$ cat src/rtl/alu_exec_ctrl.sv
// Execute-stage sequencer: accepts one ALU instruction, reads operands, drives the ALU,
// writes the result back and updates the architectural F/Z/N flags in psr_flags.
module alu_exec_ctrl #(
  parameter int DATA_W = 16,
  parameter int ADDR_W = 4,
  parameter int IMM_W  = 8
) (
  input  logic              clk,
  input  logic              reset,
  input  logic              req_valid,
  output logic              req_ready,
  input  logic [3:0]        req_op,
  input  logic [ADDR_W-1:0] req_rdest,
  input  logic [ADDR_W-1:0] req_rsrc,
  input  logic              req_imm_en,
  input  logic [IMM_W-1:0]  req_imm,
  output logic [ADDR_W-1:0] rf_raddr_a,
  output logic [ADDR_W-1:0] rf_raddr_b,
  input  logic [DATA_W-1:0] rf_rdata_a,
  input  logic [DATA_W-1:0] rf_rdata_b,
  output logic [DATA_W-1:0] alu_reg1,
  output logic [DATA_W-1:0] alu_reg2,
  output logic [3:0]        alu_inst,
  input  logic [DATA_W-1:0] alu_result,
  input  logic [DATA_W-1:0] alu_flagreg,
  output logic              rf_we,
  output logic [ADDR_W-1:0] rf_waddr,
  output logic [DATA_W-1:0] rf_wdata,
  output logic [DATA_W-1:0] psr_flags,
  output logic              done,
  output logic              err,
  output logic              busy
);

  typedef enum logic [2:0] {IDLE, READ, EXEC, WB, ERR} state_t;

  state_t             state;
  logic [3:0]         op;
  logic [ADDR_W-1:0]  rdest;
  logic [ADDR_W-1:0]  rsrc;
  logic               imm_en;
  logic [IMM_W-1:0]   imm;
  logic [DATA_W-1:0]  result;
  logic [2:0]         flag_cap;
  logic [DATA_W-1:0]  imm_ext;
  logic               legal_op;
  logic               arith_op;
  logic               unused_flag_bits;

  always_comb begin
    legal_op = 1'b0;
    case (req_op)
      4'b0000, 4'b1000, 4'b0001, 4'b0010, 4'b0011: legal_op = 1'b1;
      default: legal_op = 1'b0;
    endcase
  end

  assign arith_op = (op == 4'b0000) || (op == 4'b1000);
  assign imm_ext  = {{(DATA_W-IMM_W){imm[IMM_W-1]}}, imm};

  assign req_ready  = (state == IDLE);
  assign busy       = (state != IDLE);
  assign rf_raddr_a = rdest;
  assign rf_raddr_b = rsrc;
  assign rf_waddr   = rdest;
  assign rf_wdata   = result;

  // Only F (bit 2), Z (bit 3) and N (bit 4) of the ALU flag word are architectural.
  assign unused_flag_bits = ^{alu_flagreg[DATA_W-1:5], alu_flagreg[1:0]};

  always_ff @(posedge clk or posedge reset) begin
    if (reset) begin
      state     <= IDLE;
      op        <= '0;
      rdest     <= '0;
      rsrc      <= '0;
      imm_en    <= 1'b0;
      imm       <= '0;
      alu_reg1  <= '0;
      alu_reg2  <= '0;
      alu_inst  <= '0;
      result    <= '0;
      flag_cap  <= '0;
      psr_flags <= '0;
      rf_we     <= 1'b0;
      done      <= 1'b0;
      err       <= 1'b0;
    end else begin
      rf_we <= 1'b0;
      done  <= 1'b0;
      err   <= 1'b0;
      case (state)
        IDLE: begin
          if (req_valid) begin
            op     <= req_op;
            rdest  <= req_rdest;
            rsrc   <= req_rsrc;
            imm_en <= req_imm_en;
            imm    <= req_imm;
            if (legal_op) begin
              state <= READ;
            end else begin
              state <= ERR;
              done  <= 1'b1;
              err   <= 1'b1;
            end
          end
        end
        READ: begin
          alu_reg1 <= rf_rdata_a;
          alu_reg2 <= imm_en ? imm_ext : rf_rdata_b;
          alu_inst <= op;
          state    <= EXEC;
        end
        // Pulses are raised here so they are high for exactly the WB cycle.
        EXEC: begin
          result   <= alu_result;
          flag_cap <= alu_flagreg[4:2];
          rf_we    <= 1'b1;
          done     <= 1'b1;
          state    <= WB;
        end
        WB: begin
          if (arith_op) psr_flags[4:2] <= flag_cap;
          else          psr_flags[3]   <= flag_cap[1];
          state <= IDLE;
        end
        ERR:     state <= IDLE;
        default: state <= IDLE;
      endcase
    end
  end

endmodule

$ cat config.mk
export PLATFORM = sky130hd
export DESIGN_NAME = alu_exec_ctrl
export DESIGN_NICKNAME = d
export VERILOG_FILES = /design/src/rtl/alu_exec_ctrl.sv
export SDC_FILE = /design/constraint.sdc
export NUM_CORES = 1
export LEC_CHECK = 0
export CAP_MARGIN = 15
export CELL_PAD_IN_SITES_DETAIL_PLACEMENT = 1
export CELL_PAD_IN_SITES_GLOBAL_PLACEMENT = 2
export CORE_MARGIN = 2
export CORE_UTILIZATION = 27
export DETAILED_ROUTE_END_ITERATION = 12
export PLACE_DENSITY_LB_ADDON = 0.1
export RECOVER_POWER = 50
export SLEW_MARGIN = 20
export SYNTH_ARGS = -nofsm -noshare
export SYNTH_HDL_FRONTEND = slang
export SYNTH_SLANG_ARGS = --single-unit
$ cat constraint.sdc
create_clock -name clk -period 4.2 [get_ports clk]
set_input_delay 0.42 -clock clk [delete_from_list [all_inputs] [get_ports clk]]
set_output_delay 0.42 -clock clk [all_outputs]
set_load 0.05 [all_outputs]
==> After elaboration in Yosys (flattened, before gate mapping) <==
Cells that the tools add are included.
{ "op_classes": {"addsub": 0, "n_mul": 0, "n_div": 0, "order_cmp": 0, "eq_ne": 9, "shifts": 0, "n_mux": 10, "bitwise": 0, "reduce_logical": 8} }
{ "ops": {"columns": ["op", "n"], "rows": [
  ["$mux 16", 1],
  ["$pmux 3 s3", 1],
  ["$eq 4x2->1 const B", 2],
  ["$eq 4x4->1 const B", 2],
  ["$logic_not 4->1", 2],
  ["$eq 3x2->1 const B", 2],
  ["$mux 3", 2],
  ["$mux 1", 5],
  ["$reduce_or 5->1", 1],
  ["$eq 4x1->1 const B", 1],
  ["$reduce_and 2->1", 2],
  ["$eq 3x1->1 const B", 1],
  ["$logic_not 3->1", 1],
  ["$reduce_bool 3->1", 1],
  ["$ne 2x2->1 const B", 1],
  ["$pmux 1 s2", 1],
  ["$logic_or 1x1->1", 1]
]} }
{ "totals": {"reg_bits": 85, "latch_bits": 0, "mem_bits_rw": 0, "romBits": 0, "n_memories": 0} }

==> Depth between registers and ports, before layout <==
{ "depth": {"word_depth": 6, "ltp_mapped": 5} }

==> Least setup slack after synthesis <==
No wires, ideal clock.
{ "synth_timing": {"path_type": "flip-flop to output port", "from": "register state[1]", "to": "output port req_ready", "arrival_ps": 1508, "required_ps": 3780, "slack_ps": 2272, "stages_incl_launch_ff": 4, "path_cell_list": "dfrtp_1 buf_4 or3_1 inv_1"} }
{ "synth_between": {"elab_chain_cells": 1} }
{ "synth_rtl": {"columns": ["element", "line_no", "source"], "rows": [
  ["start: declaration", "37", "state_t state;"],
  ["start signal: assignment", "73", "state <= IDLE;"],
  ["start signal: assignment", "101", "state <= READ;"],
  ["start signal: assignment", "103", "state <= ERR;"],
  ["$logic_not 3->1", "61", "assign req_ready = (state == IDLE);"],
  ["end: declaration", "11", "output logic req_ready,"]
]} }
No other way between the ends.

==> Final worst setup path <==
{ "layout_timing": {"from": "register state[1]", "to": "register alu_reg1[13]"} }
{ "layout_between": {"elab_chain_cells": 1} }
{ "layout_rtl": {"columns": ["element", "line_no", "source"], "rows": [
  ["$eq 3x1->1", "92", "case (state)"],
  ["end signal: assignment", "110", "alu_reg1 <= rf_rdata_a;"],
  ["end: declaration", "21", "output logic [DATA_W-1:0] alu_reg1,"]
]} }
No other way between the ends.
A chain may end at the register's enable or synchronous reset.

==> out/results.tsv <==
stage	metric	value	unit
sta	worstMarginPinSlew	2.511	ns
critical_path	cp.arrival	3.35	ns
clock_tree	hold_buffers	0	
sta	fin_crit_sh	74.59	%
critical_path	worstPathMaxFanout	52	
clock_tree	cts_buffers	9	
sta	tns	0	ns
route	first_iter_violations	84	
place	place.gp.congestion	0.6860	
final_layout	seqCellArea	2127	um2
critical_path	path_delay_family	buffers and inverters	
place	numPortBuffers	146	
sta	finClkSkew	0.005552	ns
route	drtPass1Iterations	4	
final_layout	drive_gt1_share	20.20	%
route	drc	0	
critical_path	worst-path-buf-inv	1	
power_and_ir_drop	p_leak	0.002147	uW
die	rows	41	
clock_tree	cts_resized	0	
final_layout	diodes	0	
route	vias	2389	
clock_tree	clkLatencyLatePin	0.34	ns
yosys	yosysTopAreaCellShare	61.53	%
yosys	ys_seq_area_share	61.53	%
yosys	avgSynthCellArea	14.00	um2
worst_hold_path	hold_class	flop to flop	
yosys	ys_types	29	
global_route	grt_pass1_wl	13160	um
yosys	synth_cells	247	
global_route	antenna_found_initial	0	
clock_tree	h-tree-depth	3	
global_route	grt_max_degree	53	
final_layout	nets	479	
route	wl_per_cell	14.79	um
global_route	grt_usage	12.94	%
place	hpwl	6035	um
yosys	synth_seq_cells	85	
power_and_ir_drop	vdd_ir_drop_max	0.5545	mV
run_status	violations	capacitance limit, slew limit	
critical_path	crit_slowest_cell	clkbuf_1	
yosys	syn_area	3457	um2
die	floorplan.io_pins	173	
yosys	yosysWarnings	13	
sta	rsz0062_at_grt	no	
route	routed_wl	8398	um
sta	timing.slew.headroom	-67.40	%
route	final_antenna_net_count	0	
die	design.core.area	12570	um2
global_route	grt_pass1_vias	2518	
power_and_ir_drop	power	5080	uW
clock_tree	cts.clk_slew.worst_paths	0.06	ns
clock_tree	cts-root-buf	clkbuf_16	
clock_tree	cts_buffer_depth	2	
clock_tree	postCtsSetupRepairBufs	0	
critical_path	crit_cells	3	
final_layout	post-route-util	41.81	%
critical_path	start_kind	flop	
critical_path	crit_required	4.42	ns
die	start_util	27.51	%
route	viasPerCell	4.206	
sta	min_period	3.133	ns
global_route	globalRouteOverflowTotal	0	
clock_tree	cts_tree	done	
final_layout	multi_input_area	1150	um2
yosys	synthTopCellsByArea	dfrtp_1 62%, mux2_2 19%, buf_4 4.3%, a21oi_1 3.6%, mux2i_1 2.0%	
power_and_ir_drop	power.density	966.6	nW/um2
sta	setup_viol	0	
sta	max_freq	0.3192	GHz
worst_hold_path	min_path_cells	1	
die	die_height	117.2	um
flow_run	cap_viol_max_count	2	
die	dieArea	13730	um2
critical_path	criticalPathCategory	flop to flop	
clock_tree	cts_sinks	85	
die	die_x	117.2	um
final_layout	syn2layout_area_growth	52.01	%
critical_path	r2r_cells	3	
critical_path	path_cells	nor3b_4 > clkbuf_1 > mux2_2	
final_layout	final.fill_count	1334	
run_status	status	complete, but fails checks	
critical_path	end_kind	flop	
critical_path	slowest_delay	1.79	ns
yosys	synth_top_area_cell	dfrtp_1	
sta	hold_viol	0	
sta	maxSlewViolCount	103	
cell usage in the layout (no fill, tap or decap), drive strengths merged, types with 2 or more instances in the layout:
cell	instances
clkdlybuf4s50	144
dfrtp	85
mux2	62
a21oi	25
nor2	19
clkbuf	15
conb	13
mux2i	7
clkinv	5
nor3	3
dlygate4sd3	2
nor3b	2
per-layer routing:
| metal | wire, um | GRT usage (%) |
|---|---|---|
| met1 | 3419 | 15.45 |
| met3 | 697 | 4.995 |
| met5 | 0 | 0 |
| met2 | 4097 | 20.34 |
| met4 | 183 | 6.588 |
area by class of cell:
class | instances | share of cell area (%)
Sequential cell | 85 | 40.48
Timing Repair Buffer | 150 | 28.17
Multi-Input combinational cell | 142 | 21.88
Clock buffer | 12 | 4.690
Tap cell | 172 | 4.095
Clock inverter | 4 | 0.4524
Inverter | 3 | 0.2381
final timing paths:
check / to / start / slack (ns)
min in group asynchronous: rf_wdata[14] / reset / 1.12
max: alu_reg1[13] / state[1] / 1.07
max reg2reg: alu_reg1[13] / state[1] / 1.07
max in group asynchronous: rf_raddr_a[2] / reset / 1.58
min reg2reg: alu_reg1[14] / alu_reg1[14] / 0.49
min: alu_reg1[14] / alu_reg1[14] / 0.49
per-stage QoR:
step	hold WS, ns	cell area (um2)	setup WS, ns	std cells
after floorplan	0.4579	3502	1.587	259
after global placement	0.4723	5004	1.771	552
after detailed placement	0.4795	5004	1.750	552
after CTS	0.4927	5274	1.580	568
after global routing	0.5228	5255	0.7619	568
final	0.4906	5255	1.067	568
report_power, final:
group	switching, uW	leakage, uW	internal [uW]	total (uW)
Clock	317	0.000136	415	732
Combinational	1780	0.00102	1100	2880
Sequential	239	0.000995	1230	1470
sequential cells by signal, summed over array words and instances (netlist names), 4 cells and up:
| register | cells |
|---|---|
| alu_inst | 4 |
| alu_reg1 | 16 |
| alu_reg2 | 16 |
| imm | 8 |
| op | 4 |
| rf_raddr_a | 4 |
| rf_raddr_b | 4 |
| rf_wdata | 16 |
synth_stat cells (all sizes together):
master / number
o21ai: 1
nand3b: 1
nor3: 3
dfrtp: 85
nor3b: 2
or3: 1
nand3: 1
or4: 1
clkinv: 1
and2: 1
inv: 2
nor2: 19
buf: 29
o21a: 1
o21bai: 1
mux2: 62
mux2i: 7
or3b: 1
conb: 1
or2: 1
xnor2: 1
a21oi: 25
worst register-to-register path, delay by kind of cell, from the launching register on:
kind / cells / cell delay [ns]
muxes: 1 / 0.51
DFF: 1 / 0.50
buffers and inverters: 1 / 1.79
and+or+nand+nor: 1 / 0.22
logic make-up (layout without fill, tap and decap cells):
| group | after synthesis | count (layout) | synth area share, % |
|---|---|---|---|
| other | 1 | 13 | 0.1085 |
| XOR/XNOR | 1 | 1 | 0.2534 |
| AND/OR/NAND/NOR | 31 | 31 | 5.175 |
| multiplexers | 69 | 69 | 22.44 |
| buffers and inverters | 32 | 169 | 6.297 |
| AO/OA/AOI/OAI | 28 | 28 | 4.198 |
| flip-flops | 85 | 85 | 61.53 |
Note: power is estimated with default switching activity, not from simulation.
